## config.mk

```make
export PLATFORM = sky130hd
export DESIGN_NAME = rf_wb_queue
export DESIGN_NICKNAME = d
export VERILOG_FILES = /design/src/rtl/rf_wb_queue.sv
export SDC_FILE = /design/constraint.sdc
export NUM_CORES = 1
export LEC_CHECK = 0
export ABC_CLOCK_PERIOD_IN_PS = 7500
export BUFFER_PORTS_ARGS = -buffer_cell sky130_fd_sc_hd__buf_2
export CORE_ASPECT_RATIO = 0.75
export CORE_MARGIN = 2
export CORE_UTILIZATION = 50
export CTS_CLUSTER_DIAMETER = 30
export CTS_CLUSTER_SIZE = 28
export DETAILED_ROUTE_END_ITERATION = 6
export PLACE_DENSITY = 0.7
export RECOVER_POWER = 50
export SYNTH_ARGS = -nofsm -noshare
export SYNTH_HDL_FRONTEND = slang
export SYNTH_SLANG_ARGS = --single-unit
```

## constraint.sdc

```tcl
create_clock -name clk -period 7.5 [get_ports clk]
set_input_delay 0 -clock clk [delete_from_list [all_inputs] [get_ports clk]]
set_output_delay 0 -clock clk [all_outputs]
set_load 0.1 [all_outputs]
```

## src/rtl/rf_wb_queue.sv

```systemverilog
// rf_wb_queue: writeback queue feeding the 8x16 register file write port.
// Pushes are buffered in a small circular FIFO and drained one per cycle in
// arrival order. Two lookup ports expose the newest still-pending value per
// register so decode never reads stale rf contents.
// Optional feature macro: WBQ_COALESCE_EN (merge a push into the youngest
// entry when it targets the same register and that entry is not draining).
module rf_wb_queue #(
    parameter int DEPTH = 4,
    parameter int PTRW  = 2
) (
    input  logic        clk,
    input  logic        rst,
    input  logic        enq,
    input  logic [2:0]  enq_reg,
    input  logic [15:0] enq_data,
    output logic        enq_ready,
    input  logic        hold,
    output logic [2:0]  writeregsel,
    output logic [15:0] writedata,
    output logic        write,
    input  logic [2:0]  lk1sel,
    output logic        lk1hit,
    output logic [15:0] lk1data,
    input  logic [2:0]  lk2sel,
    output logic        lk2hit,
    output logic [15:0] lk2data,
    output logic        empty,
    output logic        err
);

    localparam int CW = PTRW + 1;
    localparam logic [CW-1:0] FULL_CNT = CW'(DEPTH);

    typedef struct packed {
        logic [2:0]  rsel;
        logic [15:0] data;
    } wb_ent_t;

    wb_ent_t         mem [DEPTH];
    logic [PTRW-1:0] head;
    logic [PTRW-1:0] tail;
    logic [PTRW-1:0] tail_m1;
    logic [CW-1:0]   count;
    logic            full;
    logic            coal;
    logic            push_alloc;
    logic            push_coal;
    logic [PTRW-1:0] idx;

    assign tail_m1     = tail - 1'b1;
    assign empty       = (count == '0);
    assign full        = (count == FULL_CNT);
    assign write       = !empty && !hold;
    assign writeregsel = mem[head].rsel;
    assign writedata   = mem[head].data;

`ifdef WBQ_COALESCE_EN
    // youngest entry is mergeable unless it is the head leaving this cycle
    assign coal = !empty && (mem[tail_m1].rsel == enq_reg) &&
                  !(write && (count == CW'(1)));
`else
    assign coal = 1'b0;
`endif

    assign enq_ready  = !full || coal;
    assign push_coal  = enq && coal;
    assign push_alloc = enq && !coal && !full;

    // scan valid entries oldest to youngest so the youngest match wins
    always_comb begin
        lk1hit  = 1'b0;
        lk1data = '0;
        lk2hit  = 1'b0;
        lk2data = '0;
        idx     = '0;
        for (int i = 0; i < DEPTH; i++) begin
            idx = head + PTRW'(i);
            if (CW'(i) < count) begin
                if (mem[idx].rsel == lk1sel) begin
                    lk1hit  = 1'b1;
                    lk1data = mem[idx].data;
                end
                if (mem[idx].rsel == lk2sel) begin
                    lk2hit  = 1'b1;
                    lk2data = mem[idx].data;
                end
            end
        end
    end

    // queue state: push/coalesce, drain, occupancy and sticky overflow
    always_ff @(posedge clk) begin
        if (!rst) begin
            head  <= '0;
            tail  <= '0;
            count <= '0;
            err   <= 1'b0;
            for (int i = 0; i < DEPTH; i++) mem[i] <= '0;
        end else begin
            if (push_alloc) begin
                mem[tail] <= '{rsel: enq_reg, data: enq_data};
                tail      <= tail + 1'b1;
            end
            if (push_coal) mem[tail_m1].data <= enq_data;
            if (write) head <= head + 1'b1;
            count <= count + CW'(push_alloc) - CW'(write);
            if (enq && !enq_ready) err <= 1'b1;
        end
    end

endmodule
```

After elaboration in Yosys (flattened, before gate mapping) --
Memory sizes are Yosys's and may differ from the RTL's. A register that Yosys moved wholly into a read port is not among the register bits. Index checks and enable logic that the tools add are counted.
Word-level totals: flip-flop bits (word level) 8, memory bits (writable) 76, bits of input ports 29, output and inout port bits 57, logic and storage cells 73, memories kept 1
Memory list:
- mem | depth 4, bits a word 19, read ports 4, clocked after Yosys merged registers in 1, write ports 4, RTL line 39 | wb_ent_t mem [DEPTH];
Operators by class: add/sub/neg operators 6, magnitude comparators 4, equality and inequality tests 9, mux-type cells 41, reduce and logical (&&, ||, !) cells 8
Operators with widths (number):
- $mux 16 | 16
- $eq 3x3->1 | 8
- $mux 1 | 21
- $mux 19 | 1
- $reduce_or 19->1 | 1
- $lt 1x3->1 const A | 2
- $lt 2x3->1 const A | 2
- $mux 2 | 3
- $add 2x1->2 const B | 2
- $add 2x2->2 const B | 2
- $add 3x1->3 | 1
- $eq 3x3->1 const B | 1
- $logic_and 1x1->1 | 3
- $logic_not 1->1 | 3
- $logic_not 3->1 | 1
- $sub 3x1->3 | 1

Depth between registers and ports, before layout --
depth after elaboration 9, mapped depth 11, gate-level depth less buffers 11

Worst setup path before layout --
OpenSTA, ideal clock, no wires.
path kind reg-to-reg, from register count[2], to register count[2], library setup time 0.115 ns, arrival time 5.335 ns, required time 7.385 ns, path slack 2.050 ns, cell stages (with the launch flop) 10, path buffers 0, period minus slack after synthesis 5.450 ns, cells stage by stage dfxtp_1 > nor3_1 > nor2_1 > ha_1 > inv_1 > ha_1 > inv_1 > fa_1 > xor2_1 > and2_1
Between the ends: elaborated cells between the ends (all ways) 8, those cells by class 2 x add/sub; 1 x eq/ne; 5 x reduce/logical
RTL lines:
- start, declared | RTL line 43 | logic [CW-1:0] count;
- start signal, assigned | RTL line 106 | count <= count + CW'(push_alloc) - CW'(write);
- $logic_not 3->1 | RTL line 51 | assign empty = (count == '0);
- named net empty | RTL line 27 | output logic empty,
- $logic_not 1->1 | RTL line 53 | assign write = !empty && !hold;
- $logic_and 1x1->1 | RTL line 53
- named net write | RTL line 20 | output logic write,
- $sub 3x1->3 | RTL line 106
The timed path passes the listed nets, and every way through them passes these cells. A chain may end at the register's enable or synchronous reset.

Final worst setup path --
from register head[1], to output lk1data[2]
Between the ends: cells in the longest elaborated chain, start to end 9, elaborated cells between the ends (all ways) 13, those cells by class 3 x add/sub; 3 x eq/ne; 6 x mux; 1 x memory
Ends and longest elaborated chain:
- start, declared | RTL line 40 | logic [PTRW-1:0] head;
- start signal, assigned | RTL line 105 | if (write) head <= head + 1'b1;
- $add 2x1->2 | RTL line 77 | idx = head + PTRW'(i);
- $mem_v2 4x19 *
- $eq 3x3->1 | RTL line 79 | if (mem[idx].rsel == lk1sel) begin
- $mux 16 | RTL line 79
- $mux 16 | RTL line 78 | if (CW'(i) < count) begin
- $mux 16 | RTL line 79
- $mux 16 | RTL line 78
- $mux 16 | RTL line 79
- $mux 16 * | RTL line 78
- end, declared | RTL line 23 | output logic [15:0] lk1data,
Mark *: on every way between the ends. The rest lies on a longest branch, timed or not.

==> qor.txt <==
Status: complete, but fails checks
Failing checks: max-capacitance violations, max-slew violations
Post-synth top area share: 0.3698
Initial DRC count: 743
Seq/Total Area, Yosys: 0.4023
Routability cong.: 0.9051
DRC: 0
Ant diodes: 0
First-pass GRT wire length: 28420 um
CTS resizes: 0
Period Utilization, post-route: 0.7043
Relative slew slack: -1.367
Pre-antenna DRT Iters: 7
Sum Neg Setup Slack: 0 ns
Vias: 5421
GRT Resource Usage Total: 0.2783
Top post-synthesis cells by area: edfxtp_1 37%, mux4_2 8.4%, mux2i_1 7.1%
DP Area: 6689 um^2
Largest net degree at the start of global routing: 80
LEAKAGE: 2.685 nW
F_max: 189.3 MHz
Clock Tree Root: clkbuf_16
Reg clk slew, reported paths: 0.06 ns
Commonest non-fill, non-tap cell in the layout: buf_2
Die Y: 100.2 um
Yosys cell types: 39
Die width: 132.3 um
Final hold viol count: 0
Worst vdd ir: 0.2663 mV
Number of clock sinks: 86
Row cnt: 35
Proportion of layout cells with a drive suffix above 1: 0.2138
Worst-Margin Slew: 3.551 ns
Num CTS Buffers: 9
Worst slack at placement: 3.745 ns
Full die area: 13260 um^2
Commonest non-fill, non-tap cells in the layout: 77 x buf_2, 76 x edfxtp_1, 57 x nor2_1
Hpwl dp: 11730 um
Class of the worst hold path: in2reg
Crit Path Max Fanout: 66
#FFs+latches synth: 86
Final core utilization: 0.5886
Max-cap violation count: 1
Synth Instances: 618
CP Capture Type: output port
Power Density: 434.4 nW/um^2
H-tree depth: 3
Max Clock Skew: 0.005395 ns
Req. time, crit path: 7.50 ns
Core area: 12170 um^2
Final setup viols: 0
Postcts setup bufs: 0
Fin. max-slew vios: 67
Area delta synth->final: 16.12%
Port bufs: 85
NumNets Final: 726
FILL cells: 1078
IO Count: 86
Crit start category: flip-flop
DRT Wirelength: 18200 um
Grt ovf: 0
Wire per inst: 21.08 um
CP arrival: 5.28 ns
Syn_nets: 652
Worst-Skew Late Latency: 0.34 ns
Final instance area: 7166 um^2
Synth area leader: edfxtp_1
Final worst slack: 2.218 ns
Initial cell density of the core: 0.5069
Vias in the first global route: 5177
Unrepaired setup endpoints after global routing: false
Tmin final: 5.282 ns
Vias per cell: 6.282
Initial antenna violation count: 0
Routed Antenna Nets: 0
CTS tree: yes
Syn Area/Cell: 9.985 um^2
Synthesized area: 6171 um^2
Synthesis Warnings: 0
Crit path kind: reg2out
Max clock buf depth: 2
Hold Buf Count CTS: 19
registers in the layout, summed over array words and instances, names as in the netlist, named ones only:
name / flops
head: 2
err: 1
tail: 2
count: 3
mem: 76
path summary, 6_finish.rpt:
| check | from | to | slack [ns] | cells after the start |
|---|---|---|---|---|
| setup reg to reg | head[1] | head[1] | 3.77 | 3 |
| setup / recovery | head[1] | lk1data[2] | 2.22 | 6 |
| hold reg to reg | err | err | 0.50 | 2 |
| hold / removal | enq_reg[0] | mem[0][16] | 0.01 | 2 |
cells by family after synthesis:
kind of cell | after synthesis | share of synthesized area
AOI/OAI and AO/OA | 169 | 0.1730
and+or+nand+nor | 166 | 0.1326
muxes | 87 | 0.1918
DFF | 86 | 0.4023
buffers and inverters | 78 | 0.05069
xor gates and xnor gates | 27 | 0.03832
adders and majority gates | 5 | 0.01135
worst max-delay path, stage by stage (launching register included):
cell and delay, ns:
dfxtp_4 0.60, clkbuf_1 2.53, mux2i_1 0.52, a21oi_1 0.40, a221oi_1 0.12, o22ai_1 0.24, buf_2 0.49
cell type report:
cell class / count / area, um^2 / area share
Inverter: 26 / 97.59 / 0.01362
Clock buffer: 12 / 236.5 / 0.03300
Timing Repair Buffer: 115 / 680.7 / 0.09499
Clock inverter: 4 / 71.32 / 0.009953
Sequential cell: 86 / 2487 / 0.3471
Tap cell: 166 / 207.7 / 0.02899
Multi-Input combinational cell: 454 / 3385 / 0.4723
Yosys cell counts, drive strengths merged:
cell type   n
edfxtp     76
nor2       57
o21ai      52
mux2i      44
nand2      43
a21oi      33
clkbuf     33
a221oi     32
o22ai      32
and2       26
inv        26
mux4       23
mux2       20
buf        19
nor2b      18
a211oi     17
xnor2      15
xor2       12
dfxtp      10
ha          4
nand4       4
nor3        4
nand2b      3
nor3b       3
and4        2
or3         2
a21boi      1
a31oi       1
and3        1
and3b       1
fa          1
nand3       1
nor4        1
o21a        1
stage by stage:
step	instances	hold WS, ns	total power (W)
after floorplan	618	0.1282	0.002278
after global placement	828	0.2911	0.002597
after detailed placement	828	0.2968	0.002622
after CTS	863	0.004770	0.003096
after global routing	863	0.01398	0.003237
final	863	0.01220	0.003113
per-layer routing:
| layer | GRT usage | share of wire | up-vias | routed length [um] |
|---|---|---|---|---|
| met3 | 0.04545 | 0.088 | 65 | 1610 |
| li1 | - | - | 2465 | - |
| met4 | 0.08933 | 0.029 | 0 | 534 |
| met5 | 0 | 0 | - | 0 |
| met2 | 0.4631 | 0.47 | 320 | 8569 |
| met1 | 0.3772 | 0.41 | 2571 | 7481 |
power breakdown:
part           switching, W  leakage, nW  total (W)  internal, W
Combinational       0.00153         1.67    0.00199     0.000457
Sequential        0.0000668        0.874   0.000661     0.000594
Clock              0.000175        0.144   0.000466     0.000291
Note: power is estimated with default switching activity, not from simulation.
